### src/rtl/ps2_scan_fifo.sv
// PS/2 keyboard receiver: input synchroniser and glitch filter, frame FSM
// with parity/stop/timeout checking, E0/F0 prefix decoding, and a
// first-word-fall-through FIFO of decoded scan codes.
module ps2_scan_fifo #(
  parameter int FIFO_DEPTH  = 8,
  parameter int ADDR_W      = 3,
  parameter int FILTER_LEN  = 8,
  parameter int TIMEOUT_CYC = 100000
) (
  input  logic              clk_50,
  input  logic              RST,
  input  logic              SCL,
  input  logic              SDA,
  input  logic              rd_en,
  output logic [7:0]        data_out,
  output logic              is_ext,
  output logic              is_break,
  output logic              data_valid,
  output logic              full,
  output logic [ADDR_W:0]   count,
  output logic              overflow,
  output logic              frame_err,
  input  logic              err_clr
);

  localparam int FILT_W = $clog2(FILTER_LEN) + 1;
  localparam int TMO_W  = $clog2(TIMEOUT_CYC + 1);

  typedef enum logic [1:0] {IDLE, DATA, PARITY, STOP} state_t;

  logic              scl_s1, scl_s2, sda_s1, sda_s2;
  logic              scl_filt, scl_filt_d, fe;
  logic [FILT_W-1:0] filt_cnt;
  state_t            state, state_nxt;
  logic [2:0]        bit_cnt;
  logic [7:0]        shift, rx_byte;
  logic              bad, byte_ok;
  logic [TMO_W-1:0]  tmo_cnt;
  logic              accept, ferr_set, timeout;
  logic              ext, brk, push, do_push, pop, ovf_set;
  logic [ADDR_W-1:0] wr_ptr, rd_ptr;
  logic [9:0]        mem [FIFO_DEPTH];
  logic [9:0]        head;

  // Two-flop synchronisers; pins idle high so they reset to 1
  always_ff @(posedge clk_50 or negedge RST) begin
    if (!RST) begin
      scl_s1 <= 1'b1;
      scl_s2 <= 1'b1;
      sda_s1 <= 1'b1;
      sda_s2 <= 1'b1;
    end else begin
      scl_s1 <= SCL;
      scl_s2 <= scl_s1;
      sda_s1 <= SDA;
      sda_s2 <= sda_s1;
    end
  end

  // Glitch filter: filtered SCL follows only after FILTER_LEN differing samples
  always_ff @(posedge clk_50 or negedge RST) begin
    if (!RST) begin
      scl_filt   <= 1'b1;
      scl_filt_d <= 1'b1;
      filt_cnt   <= '0;
    end else begin
      scl_filt_d <= scl_filt;
      if (scl_s2 == scl_filt) begin
        filt_cnt <= '0;
      end else if (filt_cnt == FILT_W'(FILTER_LEN - 1)) begin
        scl_filt <= scl_s2;
        filt_cnt <= '0;
      end else begin
        filt_cnt <= filt_cnt + FILT_W'(1);
      end
    end
  end

  assign fe = scl_filt_d & ~scl_filt;

  // Frame state register
  always_ff @(posedge clk_50 or negedge RST) begin
    if (!RST) state <= IDLE;
    else      state <= state_nxt;
  end

  // Frame next-state logic; timeout overrides any bit-level progress
  always_comb begin
    state_nxt = state;
    accept    = 1'b0;
    ferr_set  = 1'b0;
    timeout   = (state != IDLE) && (tmo_cnt == TMO_W'(TIMEOUT_CYC));
    if (fe) begin
      case (state)
        IDLE:   if (!sda_s2) state_nxt = DATA;
                else         ferr_set  = 1'b1;
        DATA:   if (bit_cnt == 3'd7) state_nxt = PARITY;
        PARITY: state_nxt = STOP;
        STOP: begin
          if (sda_s2 && !bad) accept   = 1'b1;
          else                ferr_set = 1'b1;
          state_nxt = IDLE;
        end
        default: state_nxt = IDLE;
      endcase
    end
    if (timeout) begin
      state_nxt = IDLE;
      accept    = 1'b0;
      ferr_set  = 1'b1;
    end
  end

  // Frame datapath: bit shifting, parity check, timeout counter, byte handoff
  always_ff @(posedge clk_50 or negedge RST) begin
    if (!RST) begin
      bit_cnt <= '0;
      shift   <= '0;
      bad     <= 1'b0;
      tmo_cnt <= '0;
      byte_ok <= 1'b0;
      rx_byte <= '0;
    end else begin
      if (fe) begin
        case (state)
          IDLE: begin
            bit_cnt <= '0;
            bad     <= 1'b0;
          end
          DATA: begin
            shift   <= {sda_s2, shift[7:1]};
            bit_cnt <= bit_cnt + 3'd1;
          end
          PARITY: bad <= ~(^shift ^ sda_s2);
          default: ;
        endcase
      end
      if (state == IDLE || fe)                     tmo_cnt <= '0;
      else if (tmo_cnt != TMO_W'(TIMEOUT_CYC))     tmo_cnt <= tmo_cnt + TMO_W'(1);
      byte_ok <= accept;
      if (accept) rx_byte <= shift;
    end
  end

  assign push = byte_ok && (rx_byte != 8'hE0) && (rx_byte != 8'hF0);

  // Prefix tracking: E0/F0 arm flags, any real code or frame error clears them
  always_ff @(posedge clk_50 or negedge RST) begin
    if (!RST) begin
      ext <= 1'b0;
      brk <= 1'b0;
    end else if (ferr_set) begin
      ext <= 1'b0;
      brk <= 1'b0;
    end else if (byte_ok) begin
      if (rx_byte == 8'hE0)      ext <= 1'b1;
      else if (rx_byte == 8'hF0) brk <= 1'b1;
      else begin
        ext <= 1'b0;
        brk <= 1'b0;
      end
    end
  end

  assign pop     = rd_en && data_valid;
  assign do_push = push && (!full || pop);
  assign ovf_set = push && full && !pop;

  // FIFO storage; not reset, outputs are masked while empty
  always_ff @(posedge clk_50) begin
    if (do_push) mem[wr_ptr] <= {ext, brk, rx_byte};
  end

  // FIFO pointers, occupancy and sticky error flags
  always_ff @(posedge clk_50 or negedge RST) begin
    if (!RST) begin
      wr_ptr    <= '0;
      rd_ptr    <= '0;
      count     <= '0;
      overflow  <= 1'b0;
      frame_err <= 1'b0;
    end else begin
      if (do_push) wr_ptr <= wr_ptr + ADDR_W'(1);
      if (pop)     rd_ptr <= rd_ptr + ADDR_W'(1);
      if (do_push && !pop)      count <= count + (ADDR_W+1)'(1);
      else if (pop && !do_push) count <= count - (ADDR_W+1)'(1);
      overflow  <= ovf_set  | (overflow  & ~err_clr);
      frame_err <= ferr_set | (frame_err & ~err_clr);
    end
  end

  assign head       = mem[rd_ptr];
  assign data_valid = (count != '0);
  assign full       = (count == (ADDR_W+1)'(FIFO_DEPTH));
  assign data_out   = data_valid ? head[7:0] : 8'h00;
  assign is_break   = data_valid & head[8];
  assign is_ext     = data_valid & head[9];

endmodule

### config.mk
export PLATFORM = sky130hd
export DESIGN_NAME = ps2_scan_fifo
export DESIGN_NICKNAME = d
export VERILOG_FILES = /design/src/rtl/ps2_scan_fifo.sv
export SDC_FILE = /design/constraint.sdc
export NUM_CORES = 1
export LEC_CHECK = 0
export BUFFER_PORTS_ARGS = -buffer_cell sky130_fd_sc_hd__buf_2
export CORE_MARGIN = 2
export CORE_UTILIZATION = 25
export DETAILED_ROUTE_END_ITERATION = 8
export HOLD_SLACK_MARGIN = 0.15
export PLACE_DENSITY = 0.4
export SLEW_MARGIN = 20
export SYNTH_ARGS = -nofsm -noshare
export SYNTH_HDL_FRONTEND = slang
export SYNTH_SLANG_ARGS = --single-unit
### constraint.sdc
create_clock -name clk_50 -period 7.32 [get_ports clk_50]
set_input_delay 1.098 -clock clk_50 [delete_from_list [all_inputs] [get_ports clk_50]]
set_output_delay 1.098 -clock clk_50 [all_outputs]
set_load 0.01 [all_outputs]
==> metrics, run 1 <==
TritonCTS buffer count=17; CTS clk-pin slew, worst paths=~60 ps; vias per inst=4.22; peak supply drop=0.000131 V; Cell Chain, Critical Path=buf_4 -> mux4_2 -> mux2i_1 -> nor2_1 -> buf_2; Worst Path Arrival=~2500 ps; DP Area=around 6700 um^2; CP top delay family=flip-flops; postcts setup bufs=0; ys async rst share=between 40 and 50%; Total Wirelength=roughly 12000 um; global route hottest layer=met2; critical path class=flop to output pin; die area=about 26000 um^2; Mapped Area=a little over 6000 um^2; EDFF count, synth=80; diode count=0; Starting DRT DRC Count=184; Total Routing Usage GR=between 9 and 10%; register area share after synthesis=66.0%; die outline width=between 150 and 200 um; Slowest cell on crit path=dfrtp_1; max incr delay on CP=790 ps; GRT Residual Overflow=0; syn_area_per_cell=between 15 and 20 um^2; Root Buffer=clkbuf_16; fin crit share=49.0%; largest net degree at the start of global routing=65; PD cells=approximately 330 nW/um^2; clk_skew=around 10 ps; syn nets=between 400 and 500; startpoint types=flop; Syn Inst Count=a little under 400; per-cell routed wire length=15.3 um; GPL Wtd Cong=0.700; crit path buf inv count=2; crit path capture type=output pin; fmax=between 200 and 300 MHz; share of cells above drive strength 1=27.1%; clock sinks=between 100 and 150; DR DRC count=0; most common cell after layout, fill and taps aside=edfxtp_1; Yosys reg bits=between 100 and 150; number of max-cap violations=0; Final Hold Fails=0; Rel. slew slack=between 30% and 40%; count of final max-slew check failures=0; routed via count=about 3200; Tmin final=between 3000 and 4000 ps; htree depth=4; Ys Warns=0; leakage=2.82 nW; area growth from synthesis to layout=18.7%; Antenna Nets Post-Route=0; die height=160 um; Rows=57; Final Instance Count excl. Fillers=between 700 and 800; placed insts=738; met1 usage=about 13%; setup TNS=0 ps; Layout Nets=approximately 460; post-route setup slack=3740 ps; dpl ws=4070 ps; Core ar.=between 20000 and 25000 um^2; RSZ-0062 raised after global routing=false; most frequent cells in the layout=80 x edfxtp_1, 58 x dfrtp_1, 42 x nor2_1; final setup fails=0; CTS tree=done; worst-path fanout max=12; 1st-pass router iterations=4; I/O pin count=24; antenna violations before repair=0; Port Buffers=23; clock buffer depth=2; worst min path class=flop to flop; synth unique cells=between 40 and 50; predominant post-synthesis flop cell=edfxtp_1; initial core utilization=between 20% and 30%; GR Layer Usage met2=approximately 16%; run status=finished clean; first-pass GRT wire length=19400 um; required time at the worst-slack endpoint=approximately 6200 ps; post_cts resized=0; CTS Hold Bufs=0; later-pin clock latency in the skew report=roughly 420 ps; total power=between 2 and 2.5 mW; met3 Use GR=approximately 3%; Final Cell Area=about 7200 um^2; vias in the first global route=between 3000 and 4000; post-DP HPWL=~7500 um; Slew @ Worst Pin=approximately 1000 ps
## cells by family after synthesis
family / share of synthesized area [%]
flops: 66.0
simple gates: 9.07
xor+xnor: 4.46
compound gates: 2.16
fa+ha+maj: 3.41
mux: 13.6
buf+inv: 1.34
## metrics by stage
| step | hold slack (ps) | utilization [%] |
|---|---|---|
| CTS | 357 | 30.0 |
| floorplan | 345 | - |
| finish | 357 | 30.0 |
| detailed placement | 348 | 27.6 |
| global placement | 347 | 27.6 |
| global route | 361 | 30.0 |
## power by group
part / leakage, nW / switching, mW / internal [mW] / total (mW)
Clock: 0.265 / 0.349 / 0.470 / 0.819
Sequential: 1.58 / 0.124 / 0.917 / 1.04
Combinational: 0.981 / 0.257 / 0.293 / 0.550
Total: 2.82 / 0.730 / 1.68 / 2.41
## Yosys cell counts, drive strengths merged, types with 3 or more instances
library cell,count,area [um^2]
clkbuf,6,22.5
mux2i,11,110
ha,15,188
nor3,5,25.0
mux4,20,450
nand4b,3,26.3
nand3,9,45.0
a32o,3,30.0
nor2b,3,18.8
nand2,17,63.8
edfxtp,80,2400
a21oi,6,30.0
xor2,11,96.3
mux2,21,267
nand2b,5,38.8
o21ai,7,35.0
buf,3,13.8
and3,6,37.5
dfrtp,58,1450
nor2,42,158
dfstp,6,158
nand4,3,33.8
inv,12,45.0
xnor2,20,175
## layer usage
layer,vias up,share of wire (%)
met5,-,0
li1,1525,-
met4,0,1.0
met1,1666,47
met3,14,3.1
met2,41,48
## worst register-to-register path: cells and delay by family (launching register included)
| family | cells | cell delay [ps] |
|---|---|---|
| simple gates | 4 | 1050 |
| fa+ha+maj | 2 | 480 |
| flops | 1 | 460 |
| compound gates | 2 | 350 |
| xor+xnor | 2 | 270 |
| buf+inv | 1 | 120 |
## flip-flops by register name, summed over array words and instances (netlist names), 2 cells and up
name,flops
rd_ptr,3
mem,80
wr_ptr,3
count,4
tmo_cnt,17
rx_byte,8
bit_cnt,3
shift,8
state,2
filt_cnt,4
## worst paths after layout
kind / slack [ps] / from / cells past startpoint / end
worst min-delay path: 360 / scl_s1 / 0 / scl_s2
worst max-delay path: 3740 / rd_ptr[0] / 5 / data_out[0]
worst max register to register: 4470 / count[0] / 11 / count[3]
max in group asynchronous: 5900 / RST / 2 / shift[7]
worst min register to register: 360 / scl_s1 / 0 / scl_s2
min in group asynchronous: 850 / RST / 2 / tmo_cnt[8]
## cell type report
cell class                 instances  area [um^2]
timing repair buffer              35          205
clock buffer                      17          425
clock inverter                    15          133
fill                            2458        16900
sequential                       144         4010
tap                              324          405
inverter                          12         45.0
multi-input combinational        223         2000
Power figures use the tool's default switching activity.
==> run 2, diff against run 1 <==
- clock period: 7.32 -> 3.6 ns (I/O delays scaled with it)
==> run 2 against run 1 <==
  * Via count down 0.22%
  * Combinational power is 130% higher
  * Register-to-register slack got worse by 3700 ps
  * Routed wire length rose by 1.5%
  * Power grew 100%
==> metrics, run 2 (same netlist as run 1, synthesis figures left out) <==
run status=finished clean (unchanged); crit path capture type=flop (was output pin); Antenna Nets Post-Route=0 (unchanged); max incr delay on CP=710 ps (was 790 ps); fin crit share=79.4%; leakage=2.84 nW (was 2.82 nW); fill count=2438 (was 2458); R2R depth=11 (unchanged); Final Instance Count excl. Fillers=775 (was 770); met1 usage=12.1% (was 12.8%); worst-path fanout max=6 (was 12); Total Wirelength=11900 um (was 11800 um); worst hold margin=143 ps (was 357 ps); share of cells above drive strength 1=28.4% (was 27.1%); postcts setup bufs=0 (unchanged); PD cells=675 nW/um^2 (was 334 nW/um^2); placed insts=743 (was 738); die area=25600 um^2 (unchanged); antenna violations before repair=0 (unchanged); setup TNS=0 ps (unchanged); final core utilization=30.1% (was 30.0%); post-DP HPWL=7790 um (was 7530 um); fmax=~350 MHz; die outline width=160 um (unchanged); cell mode on critical path=nor2_1; Rel. slew slack=52.1% (was 33.5%); Starting DRT DRC Count=142 (was 184); diode count=0 (unchanged); GRT Residual Overflow=0 (unchanged); DR DRC count=0 (unchanged); Total Routing Usage GR=10.1% (was 9.91%); Reg with most FFs=mem (unchanged); first-pass GRT wire length=19600 um (was 19400 um); per-cell routed wire length=15.4 um (was 15.3 um); post_cts resized=0 (unchanged); initial core utilization=25.2% (unchanged); vias in the first global route=3515 (was 3496); I/O pin count=24 (unchanged); Critical R2R Launch=count[0] (unchanged); Port Buffers=23 (unchanged); critical path class=flop to flop (was flop to output pin); largest net degree at the start of global routing=28 (was 65); Slowest cell on crit path=or4b_2 (was dfrtp_1); total power=4.89 mW (was 2.41 mW); clk_skew=11.0 ps (was 10.0 ps); CTS tree=done (unchanged); most common cell after layout, fill and taps aside=edfxtp_1 (unchanged); Final Hold Fails=0 (unchanged); Cell Chain, Critical Path=or4b_2 -> nor2_1 -> nor2_1 -> ha_1 -> inv_1 -> ha_1 -> a21o_1 -> a21oi_1 -> xnor2_1 -> nor2_1 -> xor2_1 (was buf_4 -> mux4_2 -> mux2i_1 -> nor2_1 -> buf_2); Tmin final=between 2000 and 3000 ps; peak supply drop=0.000334 V (was 0.000131 V); area growth from synthesis to layout=19.3% (was 18.7%); DP Area=6700 um^2 (was 6660 um^2); Root Buffer=clkbuf_16 (unchanged); worst r2r dst=count[3] (unchanged); most frequent cells in the layout=80 x edfxtp_1, 58 x dfrtp_1, 42 x nor2_1 (unchanged); GR Layer Usage met2=17.5% (was 16.0%); Core ar.=24100 um^2 (unchanged); CTS clk-pin slew, worst paths=60 ps (about the same); vias per inst=4.18 (was 4.22); GPL Wtd Cong=0.705 (was 0.700); post-route setup slack=743 ps (was 3740 ps); RSZ-0062 raised after global routing=false (unchanged); 1st-pass router iterations=4 (unchanged); Final Cell Area=7250 um^2 (was 7220 um^2); clock sinks=144 (unchanged); dpl ws=750 ps (was 4070 ps); Rows=57 (unchanged); later-pin clock latency in the skew report=430 ps (was 420 ps); global route hottest layer=met2 (unchanged); Layout Nets=460 (was 455); required time at the worst-slack endpoint=3910 ps (was 6220 ps); die height=160 um (unchanged); TritonCTS buffer count=17 (unchanged); worst min path class=input pin to asynchronous set/reset pin (was flop to flop); Worst Path Arrival=3170 ps (was 2490 ps); clock buffer depth=2 (unchanged); biggest regs=mem (80), tmo_cnt (17) (unchanged); max reg flops=80 (unchanged); count of final max-slew check failures=0 (unchanged); final setup fails=0 (unchanged); startpoint types=flop (unchanged); met3 Use GR=2.60% (was 3.04%); reg-to-reg slack, setup=740 ps (was 4470 ps); routed via count=3239 (was 3246); CTS Hold Bufs=0 (unchanged); Slew @ Worst Pin=719 ps (was 998 ps); htree depth=4 (unchanged); number of max-cap violations=0 (unchanged)
[run 2: worst max-delay path by stage]
stage,end,startpoint
2_1_floorplan,count[3],count[0]
3_3_place_gp,count[3],count[0]
3_5_place_dp,count[3],rx_byte[6]
4_1_cts,count[3],rx_byte[5]
5_1_grt,count[3],count[0]
6_report,count[3],count[0]
[run 2: routing by layer]
metal	up-vias	share of wire (%)
met4	0	1.7
met3	16	2.2
li1	1538	-
met5	-	0
met1	1645	45
met2	40	51
[run 2: where the power goes]
part           switching (mW)  internal [mW]
Sequential              0.152           1.87
Combinational           0.634          0.607
Clock                   0.734          0.902
Total                    1.52           3.37
[run 2: critical path: cells and delay by family, from the launching register on]
kind	cells	cell delay, ps
buffers and inverters	1	120
DFF	1	460
AOI/OAI and AO/OA	2	350
xor gates and xnor gates	2	280
and+or+nand+nor	4	1060
adders and majority gates	2	480
[run 2: final cells by class]
type	instances	area (um^2)	area share, %
sequential	144	4010	55.3
clock inverter	15	129	1.78
inverter	12	45.0	0.621
clock buffer	17	425	5.86
timing repair buffer	40	243	3.35
tap	324	405	5.59
multi-input combinational	223	2000	27.5
